--- src/rtl/fractal_sync_req_tx_if.sv ---
// Handshake bundle between a core, the barrier request block and the sync tree.
// The slave modport is the block's view; the master modport is the environment's view.
interface fractal_sync_req_tx_if #(
    parameter int LVL_WIDTH = 4,
    parameter int ID_WIDTH  = 8
);
    logic                 core_req_valid_i;
    logic                 core_req_ready_o;
    logic [LVL_WIDTH-1:0] core_req_lvl_i;
    logic [ID_WIDTH-1:0]  core_req_id_i;
    logic                 core_rsp_valid_o;
    logic                 core_rsp_ready_i;
    logic                 core_rsp_error_o;
    logic                 fsync_req_valid_o;
    logic                 fsync_req_ready_i;
    logic [LVL_WIDTH-1:0] fsync_req_lvl_o;
    logic [ID_WIDTH-1:0]  fsync_req_id_o;
    logic                 fsync_wake_valid_i;
    logic [LVL_WIDTH-1:0] fsync_wake_lvl_i;
    logic [ID_WIDTH-1:0]  fsync_wake_id_i;
    logic                 fsync_wake_error_i;
    logic                 busy_o;

    modport slave (
        input  core_req_valid_i, core_req_lvl_i, core_req_id_i, core_rsp_ready_i,
        input  fsync_req_ready_i, fsync_wake_valid_i, fsync_wake_lvl_i,
        input  fsync_wake_id_i, fsync_wake_error_i,
        output core_req_ready_o, core_rsp_valid_o, core_rsp_error_o,
        output fsync_req_valid_o, fsync_req_lvl_o, fsync_req_id_o, busy_o
    );

    modport master (
        output core_req_valid_i, core_req_lvl_i, core_req_id_i, core_rsp_ready_i,
        output fsync_req_ready_i, fsync_wake_valid_i, fsync_wake_lvl_i,
        output fsync_wake_id_i, fsync_wake_error_i,
        input  core_req_ready_o, core_rsp_valid_o, core_rsp_error_o,
        input  fsync_req_valid_o, fsync_req_lvl_o, fsync_req_id_o, busy_o
    );
endinterface

--- src/rtl/fractal_sync_req_tx.sv ---
// Core-side barrier request engine: forwards one barrier command to the sync tree,
// waits for the matching wake (or a timeout) and returns a completion to the core.
module fractal_sync_req_tx #(
    parameter int LVL_WIDTH      = 4,
    parameter int ID_WIDTH       = 8,
    parameter int TIMEOUT_CYCLES = 1024
) (
    input  logic                 clk_i,
    input  logic                 rst_i,
    fractal_sync_req_tx_if.slave bus
);

    localparam int CNT_RAW  = $clog2(TIMEOUT_CYCLES + 1);
    localparam int CNT_W    = (CNT_RAW < 1) ? 1 : CNT_RAW;
    localparam int LAST_INT = (TIMEOUT_CYCLES == 0) ? 0 : TIMEOUT_CYCLES - 1;
    localparam logic [CNT_W-1:0] CNT_LAST = CNT_W'(LAST_INT);
    localparam logic [CNT_W-1:0] CNT_ONE  = CNT_W'(1);

    typedef enum logic [1:0] {
        IDLE = 2'd0,
        SEND = 2'd1,
        WAIT = 2'd2,
        RESP = 2'd3
    } state_t;

    state_t               state;
    logic [LVL_WIDTH-1:0] lvl_q;
    logic [ID_WIDTH-1:0]  id_q;
    logic                 err_q;
    logic [CNT_W-1:0]     cnt;
    logic                 req_ready_q;
    logic                 rsp_valid_q;
    logic                 fsync_valid_q;
    logic                 busy_q;

    logic wake_match;
    logic timeout_hit;

    assign wake_match  = bus.fsync_wake_valid_i
                      && (bus.fsync_wake_lvl_i == lvl_q)
                      && (bus.fsync_wake_id_i == id_q);
    assign timeout_hit = (TIMEOUT_CYCLES != 0) && (cnt == CNT_LAST);

    always_ff @(posedge clk_i) begin
        if (rst_i) begin
            state         <= IDLE;
            lvl_q         <= '0;
            id_q          <= '0;
            err_q         <= 1'b0;
            cnt           <= '0;
            req_ready_q   <= 1'b1;
            rsp_valid_q   <= 1'b0;
            fsync_valid_q <= 1'b0;
            busy_q        <= 1'b0;
        end else begin
            case (state)
                IDLE: begin
                    if (bus.core_req_valid_i && req_ready_q) begin
                        lvl_q       <= bus.core_req_lvl_i;
                        id_q        <= bus.core_req_id_i;
                        cnt         <= '0;
                        req_ready_q <= 1'b0;
                        busy_q      <= 1'b1;
                        // Level 0 names no tree level, so it fails locally without a request.
                        if (bus.core_req_lvl_i == '0) begin
                            state       <= RESP;
                            err_q       <= 1'b1;
                            rsp_valid_q <= 1'b1;
                        end else begin
                            state         <= SEND;
                            err_q         <= 1'b0;
                            fsync_valid_q <= 1'b1;
                        end
                    end
                end
                SEND: begin
                    if (bus.fsync_req_ready_i) begin
                        state         <= WAIT;
                        cnt           <= '0;
                        fsync_valid_q <= 1'b0;
                    end
                end
                WAIT: begin
                    // A matching wake wins over a timeout expiring in the same cycle.
                    if (wake_match) begin
                        state       <= RESP;
                        err_q       <= bus.fsync_wake_error_i;
                        rsp_valid_q <= 1'b1;
                    end else if (timeout_hit) begin
                        state       <= RESP;
                        err_q       <= 1'b1;
                        rsp_valid_q <= 1'b1;
                    end else if ((TIMEOUT_CYCLES != 0) && (cnt != '1)) begin
                        cnt <= cnt + CNT_ONE;
                    end
                end
                RESP: begin
                    if (bus.core_rsp_ready_i) begin
                        state       <= IDLE;
                        err_q       <= 1'b0;
                        rsp_valid_q <= 1'b0;
                        req_ready_q <= 1'b1;
                        busy_q      <= 1'b0;
                    end
                end
                default: begin
                    state         <= IDLE;
                    req_ready_q   <= 1'b1;
                    rsp_valid_q   <= 1'b0;
                    fsync_valid_q <= 1'b0;
                    busy_q        <= 1'b0;
                end
            endcase
        end
    end

    assign bus.core_req_ready_o  = req_ready_q;
    assign bus.core_rsp_valid_o  = rsp_valid_q;
    assign bus.core_rsp_error_o  = rsp_valid_q & err_q;
    assign bus.fsync_req_valid_o = fsync_valid_q;
    // Command fields are only driven while a request is presented, zero otherwise.
    assign bus.fsync_req_lvl_o   = fsync_valid_q ? lvl_q : '0;
    assign bus.fsync_req_id_o    = fsync_valid_q ? id_q : '0;
    assign bus.busy_o            = busy_q;

endmodule

--- src/flat_wrapper.sv ---
// flat-port wrapper written by rule: the top's interface ports become plain ports
module fractal_sync_req_tx_flat 
#(
    parameter int LVL_WIDTH      = 4,
    parameter int ID_WIDTH       = 8,
    parameter int TIMEOUT_CYCLES = 1024
)
  (clk_i, rst_i, bus_core_req_valid_i, bus_core_req_lvl_i, bus_core_req_id_i, bus_core_rsp_ready_i, bus_fsync_req_ready_i, bus_fsync_wake_valid_i, bus_fsync_wake_lvl_i, bus_fsync_wake_id_i, bus_fsync_wake_error_i, bus_core_req_ready_o, bus_core_rsp_valid_o, bus_core_rsp_error_o, bus_fsync_req_valid_o, bus_fsync_req_lvl_o, bus_fsync_req_id_o, bus_busy_o);
  fractal_sync_req_tx_if #(.LVL_WIDTH(LVL_WIDTH), .ID_WIDTH(ID_WIDTH)) bus_i ();
  input  logic clk_i;
  input  logic rst_i;
  input wire logic [$bits(bus_i.core_req_valid_i)-1:0] bus_core_req_valid_i;
  input wire logic [$bits(bus_i.core_req_lvl_i)-1:0] bus_core_req_lvl_i;
  input wire logic [$bits(bus_i.core_req_id_i)-1:0] bus_core_req_id_i;
  input wire logic [$bits(bus_i.core_rsp_ready_i)-1:0] bus_core_rsp_ready_i;
  input wire logic [$bits(bus_i.fsync_req_ready_i)-1:0] bus_fsync_req_ready_i;
  input wire logic [$bits(bus_i.fsync_wake_valid_i)-1:0] bus_fsync_wake_valid_i;
  input wire logic [$bits(bus_i.fsync_wake_lvl_i)-1:0] bus_fsync_wake_lvl_i;
  input wire logic [$bits(bus_i.fsync_wake_id_i)-1:0] bus_fsync_wake_id_i;
  input wire logic [$bits(bus_i.fsync_wake_error_i)-1:0] bus_fsync_wake_error_i;
  output wire logic [$bits(bus_i.core_req_ready_o)-1:0] bus_core_req_ready_o;
  output wire logic [$bits(bus_i.core_rsp_valid_o)-1:0] bus_core_rsp_valid_o;
  output wire logic [$bits(bus_i.core_rsp_error_o)-1:0] bus_core_rsp_error_o;
  output wire logic [$bits(bus_i.fsync_req_valid_o)-1:0] bus_fsync_req_valid_o;
  output wire logic [$bits(bus_i.fsync_req_lvl_o)-1:0] bus_fsync_req_lvl_o;
  output wire logic [$bits(bus_i.fsync_req_id_o)-1:0] bus_fsync_req_id_o;
  output wire logic [$bits(bus_i.busy_o)-1:0] bus_busy_o;
  assign bus_i.core_req_valid_i = bus_core_req_valid_i;
  assign bus_i.core_req_lvl_i = bus_core_req_lvl_i;
  assign bus_i.core_req_id_i = bus_core_req_id_i;
  assign bus_i.core_rsp_ready_i = bus_core_rsp_ready_i;
  assign bus_i.fsync_req_ready_i = bus_fsync_req_ready_i;
  assign bus_i.fsync_wake_valid_i = bus_fsync_wake_valid_i;
  assign bus_i.fsync_wake_lvl_i = bus_fsync_wake_lvl_i;
  assign bus_i.fsync_wake_id_i = bus_fsync_wake_id_i;
  assign bus_i.fsync_wake_error_i = bus_fsync_wake_error_i;
  assign bus_core_req_ready_o = bus_i.core_req_ready_o;
  assign bus_core_rsp_valid_o = bus_i.core_rsp_valid_o;
  assign bus_core_rsp_error_o = bus_i.core_rsp_error_o;
  assign bus_fsync_req_valid_o = bus_i.fsync_req_valid_o;
  assign bus_fsync_req_lvl_o = bus_i.fsync_req_lvl_o;
  assign bus_fsync_req_id_o = bus_i.fsync_req_id_o;
  assign bus_busy_o = bus_i.busy_o;
  fractal_sync_req_tx #(.LVL_WIDTH(LVL_WIDTH), .ID_WIDTH(ID_WIDTH), .TIMEOUT_CYCLES(TIMEOUT_CYCLES)) u_core (.clk_i(clk_i), .rst_i(rst_i), .bus(bus_i));
endmodule
--- config.mk ---
export PLATFORM = sky130hd
export DESIGN_NAME = fractal_sync_req_tx_flat
export DESIGN_NICKNAME = d
export VERILOG_FILES = /design/src/rtl/fractal_sync_req_tx_if.sv /design/src/rtl/fractal_sync_req_tx.sv /design/src/flat_wrapper.sv
export SDC_FILE = /design/constraint.sdc
export NUM_CORES = 1
export LEC_CHECK = 0
export CORE_MARGIN = 5
export CORE_UTILIZATION = 50
export CTS_BUF_LIST = sky130_fd_sc_hd__clkbuf_8
export CTS_CLUSTER_SIZE = 40
export DETAILED_ROUTE_END_ITERATION = 7
export PLACE_DENSITY_LB_ADDON = 0.05
export SETUP_SLACK_MARGIN = 0.1
export SLEW_MARGIN = 10
export SYNTH_ARGS = -nofsm -noshare
export SYNTH_HDL_FRONTEND = slang
export SYNTH_SLANG_ARGS = --single-unit
--- constraint.sdc ---
create_clock -name clk_i -period 2.8 [get_ports clk_i]
set_clock_uncertainty 0.2 [all_clocks]
set_input_delay 0.42 -clock clk_i [delete_from_list [all_inputs] [get_ports clk_i]]
set_output_delay 0.42 -clock clk_i [all_outputs]
set_load 0.01 [all_outputs]
==> summary.md, run 1 <==
| Metric | Value |
|---|---|
| Die Width | `69.7 µm` |
| P&R area growth vs syn | `32.8%` |
| Clock transition at the registers of the reported paths | `0.06 ns` |
| Cells after DPL | `approximately 300` |
| CP Class | `reg2reg` |
| GR Util All Layers | `17.8%` |
| Core area | `around 3400 µm²` |
| Largest net degree at the start of global routing | `19` |
| RSZ-0062 raised after global routing | `false` |
| Share of layout cells above drive strength 1 | `9.26%` |
| Status | `complete, no violations` |
| Compound-Gate Fraction of Synth Area | `about 18%` |
| P per Cell Area | `between 600 and 700 nW/µm²` |
| Initial antenna violation count | `0` |
| Fin crit period | `2.63 ns` |
| Top_reg_cell synth | `dfxtp_1` |
| Post-placement cell area | `2280 µm²` |
| Simple-gate area share of the yosys netlist | `roughly 30%` |
| Antenna-violating nets left | `0` |
| Clock sinks | `30` |
| Worst EP arrival | `2.60 ns` |
| Routability cong. | `0.815` |
| Die Ht | `69.7 µm` |
| Min-delay worst type | `reg2reg` |
| Post-layout instance area | `between 2000 and 2500 µm²` |
| Synthesized area per cell | `8.10 µm²` |
| Final nets | `306` |
| Synth Net Count | `257` |
| EDFF count, synth | `0` |
| Via-to-Cell Ratio | `between 5 and 6` |
| Clk_lat worst skew | `0.28 ns` |
| Crit. End Element | `flop` |
| Fin util | `between 60% and 70%` |
| Worst ir drop on vdd | `529 µV` |
| Root Buffer Master | `clkbuf_8` |
| Number of iterations in the first detailed-routing pass | `4` |
| Adder-cell share of the synthesized area | `4.21%` |
| Worst EP required | `2.77 ns` |
| WL final | `4230 µm` |
| Slew HR | `67.7%` |
| CP Launch Type | `flop` |
| TritonCTS clock tree | `done` |
| FMAX | `between 0.3 and 0.4 GHz` |
| Sequential fraction of the synthesis area | `33.7%` |
| Vias in the first global route | `~1,600` |
| Endpoints failing hold | `0` |
| Met3 wire length | `283 µm` |
| GR Overflow Total | `0` |
| Post-synthesis xor/xnor area fraction | `5.89%` |
| Drc violations | `0` |
| Setup_tns | `0 ns` |
| Initial Util | `around 53%` |
| Total power | `around 1.4 mW` |
| Vias after detailed routing | `1,691` |
| Worst slew pin tran | `0.482 ns` |
| Unique masters post-synth | `49` |
| Initial DRC Count | `70` |
| CTS buffer count | `5` |
| Routed wire per std cell | `around 13 µm` |
| Ys async rst share | `0%` |
| Multiplexer share of the synthesized area | `1.75%` |
| YS warnings | `0` |
| Port bufs | `47` |
| Area of the multi-input gates | `1070 µm²` |
| Filler cell count | `306` |
| Rows | `21` |
| Max cap viols | `0` |
| H-tree levels | `2` |
| Die ar. | `4860 µm²` |
| Final std cells w/o fill | `about 320` |
| Post-synthesis cell count | `220` |
| Ports | `48` |
| # setup viols final | `0` |
| Crit path max fanout | `4` |
| Yosys reg bits | `30` |
| Post-Syn Area | `1780 µm²` |
| Ant. Diodes | `0` |
| Hpwl dp | `between 3000 and 4000 µm` |
| First-pass GRT wire length | `7100 µm` |
| Clock Tree Buf Depth | `2` |
| Leak | `0.931 nW` |
| Tcrit/Tclk final | `a little over nine tenths` |
| Reg area | `around 600 µm²` |
| Met2 routed WL | `1820 µm` |
| Wl on met1 | `2050 µm` |
| Main combinational cell family by area after synthesis | `simple AND/OR/NAND/NOR gates` |
| Highest routed layer | `met4` |
| Max-slew violations | `0` |
-- power by group --
part | leakage [nW] | switching [mW] | internal [mW]
logic | 0.634 | 0.274 | 0.254
registers | 0.244 | 0.0633 | 0.488
clock network | 0.0524 | 0.161 | 0.194
total | 0.931 | 0.498 | 0.937
-- synth_stat cells, types with 3 or more instances --
master	number	area, µm²
nor2_1	13	48.8
nor4_1	4	25.0
ha_1	6	75.1
inv_1	13	48.8
xor2_1	11	96.3
clkbuf_8	3	41.3
dfxtp_1	30	601
nand2_1	36	135
nand4_1	6	37.5
and2_1	13	81.3
o211ai_1	6	45.0
and3_1	4	25.0
a21oi_1	18	90.1
clkbuf_1	6	22.5
nand3_1	8	40.0
-- sequential cells by signal (all words and copies together) (netlist names) --
register / flops
u_core.err_q: 1
u_core.id_q: 8
u_core.cnt: 11
u_core.bus.core_rsp_valid_o: 1
u_core.bus.core_req_ready_o: 1
u_core.bus.fsync_req_valid_o: 1
u_core.bus.busy_o: 1
u_core.lvl_q: 4
u_core.state: 2
-- cell type report --
| cell class | instances | area share (%) |
|---|---|---|
| tap | 46 | 2.43 |
| clock inverter | 2 | 0.370 |
| multi-input combinational | 168 | 45.2 |
| clock buffer | 6 | 3.49 |
| inverter | 13 | 2.06 |
| timing repair buffer | 51 | 21.1 |
| sequential | 30 | 25.4 |
-- layer usage --
layer | track usage, % | vias up
met5 | 0 | -
met4 | 8.09 | 0
met3 | 6.67 | 8
met2 | 26.7 | 52
met1 | 22.4 | 758
li1 | - | 873
-- through the flow --
| stage | hold WS, ns | setup WS [ns] |
|---|---|---|
| floorplan | 0.231 | 0.326 |
| global placement | 0.263 | 0.0938 |
| detailed placement | 0.267 | 0.0603 |
| CTS | 0.278 | 0.159 |
| global route | 0.295 | 0.104 |
| finish | 0.276 | 0.169 |
-- path summary, 6_finish.rpt --
check             depth (start not counted)            from         endpoint  slack [ns]
hold / removal                            2  u_core.id_q[0]   u_core.id_q[0]        0.28
hold reg to reg                           2  u_core.id_q[0]   u_core.id_q[0]        0.28
setup reg to reg                          6   u_core.cnt[0]  u_core.state[1]        0.17
setup / recovery                          6   u_core.cnt[0]  u_core.state[1]        0.17
-- worst max-delay path: stages, from the launching register on --
cell and delay (ns):
dfxtp_1 0.36, ha_1 0.22, nand3_2 0.12, or4_4 0.52
or3_4 0.42, a311oi_2 0.31, mux2_1 0.36
-- cell usage in the layout, fill, tap and decap left out, types with 2 or more instances in the layout --
| master | instances |
|---|---|
| clkdlybuf4s50_1 | 47 |
| nand2_1 | 36 |
| dfxtp_1 | 30 |
| a21oi_1 | 18 |
| inv_1 | 14 |
| and2_1 | 13 |
| nor2_1 | 13 |
| xor2_1 | 11 |
| nand3_1 | 8 |
| nand4_1 | 6 |
| o211ai_1 | 6 |
| ha_1 | 6 |
| clkbuf_8 | 6 |
| nor4_1 | 4 |
| and3_1 | 4 |
| buf_4 | 4 |
| nor3_1 | 2 |
| and2b_2 | 2 |
| or3_2 | 2 |
| a31oi_1 | 2 |
| nor2b_1 | 2 |
| nand3b_1 | 2 |
| mux2i_1 | 2 |
| a221o_1 | 2 |
| o21ai_0 | 2 |
-- cell families after synthesis --
group	after synthesis
xor gates and xnor gates	12
adders and majority gates	6
AOI/OAI and AO/OA	44
muxes	3
DFF	30
buffers and inverters	22
and+or+nand+nor	103
-- what timing repair did --
| action | in CTS | in global routing |
|---|---|---|
| hold buffers | 0 | 0 |
| endpoints found under the setup margin | 0 | 1 |
| endpoints found under the hold margin | 0 | 0 |
| resized for setup | 0 | 0 |
| buffers inserted | 0 | 0 |
(Power assumes the default switching activity.)
==> run 2, diff against run 1 <==
--- a/config.mk
+++ b/config.mk
@@ -5,7 +5,6 @@
 export SDC_FILE = /design/constraint.sdc
 export NUM_CORES = 1
 export LEC_CHECK = 0
-export CORE_MARGIN = 5
 export CORE_UTILIZATION = 50
 export CTS_BUF_LIST = sky130_fd_sc_hd__clkbuf_8
 export CTS_CLUSTER_SIZE = 40
==> summary.md, run 2 (same netlist as run 1, synthesis figures left out) <==
| Metric | Value |
|---|---|
| Worst EP arrival | `2.57 ns (-0.03 ns)` |
| GR Util All Layers | `23.8% (+6.1 points)` |
| CP Launch Type | `flop` |
| Wl on met1 | `1910 µm (-6.8%)` |
| P per Cell Area | `606 nW/µm² (about the same)` |
| Most common cell after layout, fill and taps aside | `clkdlybuf4s50_1` |
| FMAX | `0.383 GHz (+0.91%)` |
| Vias after detailed routing | `1,724 (+2.0%)` |
| Max cap viols | `0 (unchanged)` |
| Initial Util | `53.0% (+0.41 points)` |
| Endpoints failing hold | `0 (unchanged)` |
| Antenna-violating nets left | `0 (unchanged)` |
| Highest routed layer | `met4` |
| Clock sinks | `30 (unchanged)` |
| GR Overflow Total | `0 (unchanged)` |
| Fin crit period | `2.61 ns (-0.0237 ns)` |
| Crit path max fanout | `4 (unchanged)` |
| Hpwl dp | `3190 µm (-0.74%)` |
| Regs by FF count | `u_core.cnt (11), u_core.id_q (8), u_core.lvl_q (4)` |
| R2R setup slack | `0.19 ns (+0.02 ns)` |
| Routed wire per std cell | `13.3 µm (-0.29%)` |
| Port bufs | `47 (unchanged)` |
| Root Buffer Master | `clkbuf_8` |
| Number of iterations in the first detailed-routing pass | `4 (unchanged)` |
| Core area | `3360 µm² (-0.78%)` |
| WHS Path Cells | `1 (-1)` |
| # setup viols final | `0 (unchanged)` |
| Initial DRC Count | `66 (-5.7%)` |
| Routability cong. | `0.831 (+2.0%)` |
| RR Endpoint | `u_core.state[1]` |
| CTS buffer count | `5 (unchanged)` |
| Max-slew violations | `0 (unchanged)` |
| Via-to-Cell Ratio | `5.44 (+1.6%)` |
| CP Class | `reg2reg` |
| Largest Register | `u_core.cnt` |
| Ant. Diodes | `0 (unchanged)` |
| RSZ-0062 raised after global routing | `false` |
| Hold Crit Endpoint | `u_core.cnt[0]` |
| Worst-case reg-to-reg path depth | `6 (unchanged)` |
| Die Ht | `61.7 µm (-11%)` |
| Initial antenna violation count | `0 (unchanged)` |
| Leak | `0.935 nW (+0.43%)` |
| Min-delay worst type | `reg2reg` |
| Clock transition at the registers of the reported paths | `0.06 ns (about the same)` |
| Fin util | `71.1% (+1.2 points)` |
| Worst R2R Start | `u_core.cnt[1]` |
| WL final | `4230 µm (about the same)` |
| H-tree levels | `2 (unchanged)` |
| Setup crit start | `u_core.cnt[1]` |
| Share of layout cells above drive strength 1 | `10.3% (+1.1 points)` |
| Largest register FFs | `11 (unchanged)` |
| Worst EP required | `2.76 ns (about the same)` |
| Status | `complete, no violations` |
| Commonest non-fill, non-tap cells in the layout | `clkdlybuf4s50_1, nand2_1, dfxtp_1` |
| Largest net degree at the start of global routing | `17 (-2)` |
| Crit. End Element | `flop` |
| Clk_lat worst skew | `0.28 ns (about the same)` |
| Ports | `48 (unchanged)` |
| Vias in the first global route | `1,463 (-9.1%)` |
| Setup_tns | `0 ns (unchanged)` |
| Final nets | `307 (+0.33%)` |
| Worst slew pin tran | `0.492 ns (+0.00993 ns)` |
| First-pass GRT wire length | `6430 µm (-9.4%)` |
| Worst hold start | `u_core.cnt[0]` |
| P&R area growth vs syn | `34.1%` |
| TritonCTS clock tree | `done` |
| Rows | `21 (unchanged)` |
| Clock Tree Buf Depth | `2 (unchanged)` |
| Met2 routed WL | `1850 µm (+1.7%)` |
| Slew HR | `67.1% (-0.66 points)` |
| Die ar. | `3810 µm² (-22%)` |
| Worst ir drop on vdd | `639 µV (+21%)` |
| Die Width | `61.7 µm (-11%)` |
| Tcrit/Tclk final | `93.1% (-0.85 points)` |
| Met3 wire length | `358 µm (+27%)` |
| Drc violations | `0 (unchanged)` |
## run 2: what timing repair did
item | in CTS | in global routing
endpoints found under the setup margin | 0 | 1
setup buffers | 0 | 0
resized for setup | 0 | 3
hold buffers | 0 | 0
## run 2: per-stage QoR
step	instances	hold WS [ns]	setup WS (ns)	power, mW	cell area [µm²]
3_3_place_gp	309	0.268	0.154	1.08	2280
5_1_grt	317	0.287	0.114	1.54	2390
4_1_cts	317	0.281	0.163	1.45	2380
6_report	317	0.257	0.192	1.45	2390
3_5_place_dp	309	0.272	0.0974	1.09	2280
2_1_floorplan	220	0.231	0.326	0.906	1780
## run 2: power by group
group	internal [mW]	switching (mW)	total, mW
Clock	0.194	0.160	0.354
Combinational	0.261	0.281	0.541
Sequential	0.488	0.0640	0.552
Total	0.943	0.505	1.45
## run 2: worst max-delay path by stage
stage | endpoint | slack, ns
3_5_place_dp | u_core.state[1] | 0.1
3_3_place_gp | u_core.cnt[6] | 0.15
5_1_grt | u_core.state[1] | 0.11
6_report | u_core.state[1] | 0.19
4_1_cts | u_core.state[1] | 0.16
2_1_floorplan | u_core.state[1] | 0.33
## run 2: area by class of cell
class,count,area [µm²]
clock buffer,6,82.6
fill,316,972
clock inverter,2,8.76
sequential,30,602
tap,46,57.6
timing repair buffer,52,508
multi-input combinational,168,1080
inverter,13,48.8
## run 2: per-layer routing
| layer | global-route usage [%] | vias up |
|---|---|---|
| met1 | 28.6 | 792 |
| met4 | 12.1 | 0 |
| met2 | 38.4 | 53 |
| met5 | 0 | - |
| met3 | 7.66 | 10 |
| li1 | - | 869 |
## run 2: critical path, cell delays in order, from the launching register on
cell and delay (ns):
dfxtp_1 0.35, ha_2 0.21, nand3_2 0.10, or4_4 0.52, or3_4 0.42, a311oi_4 0.33, mux2_1 0.36
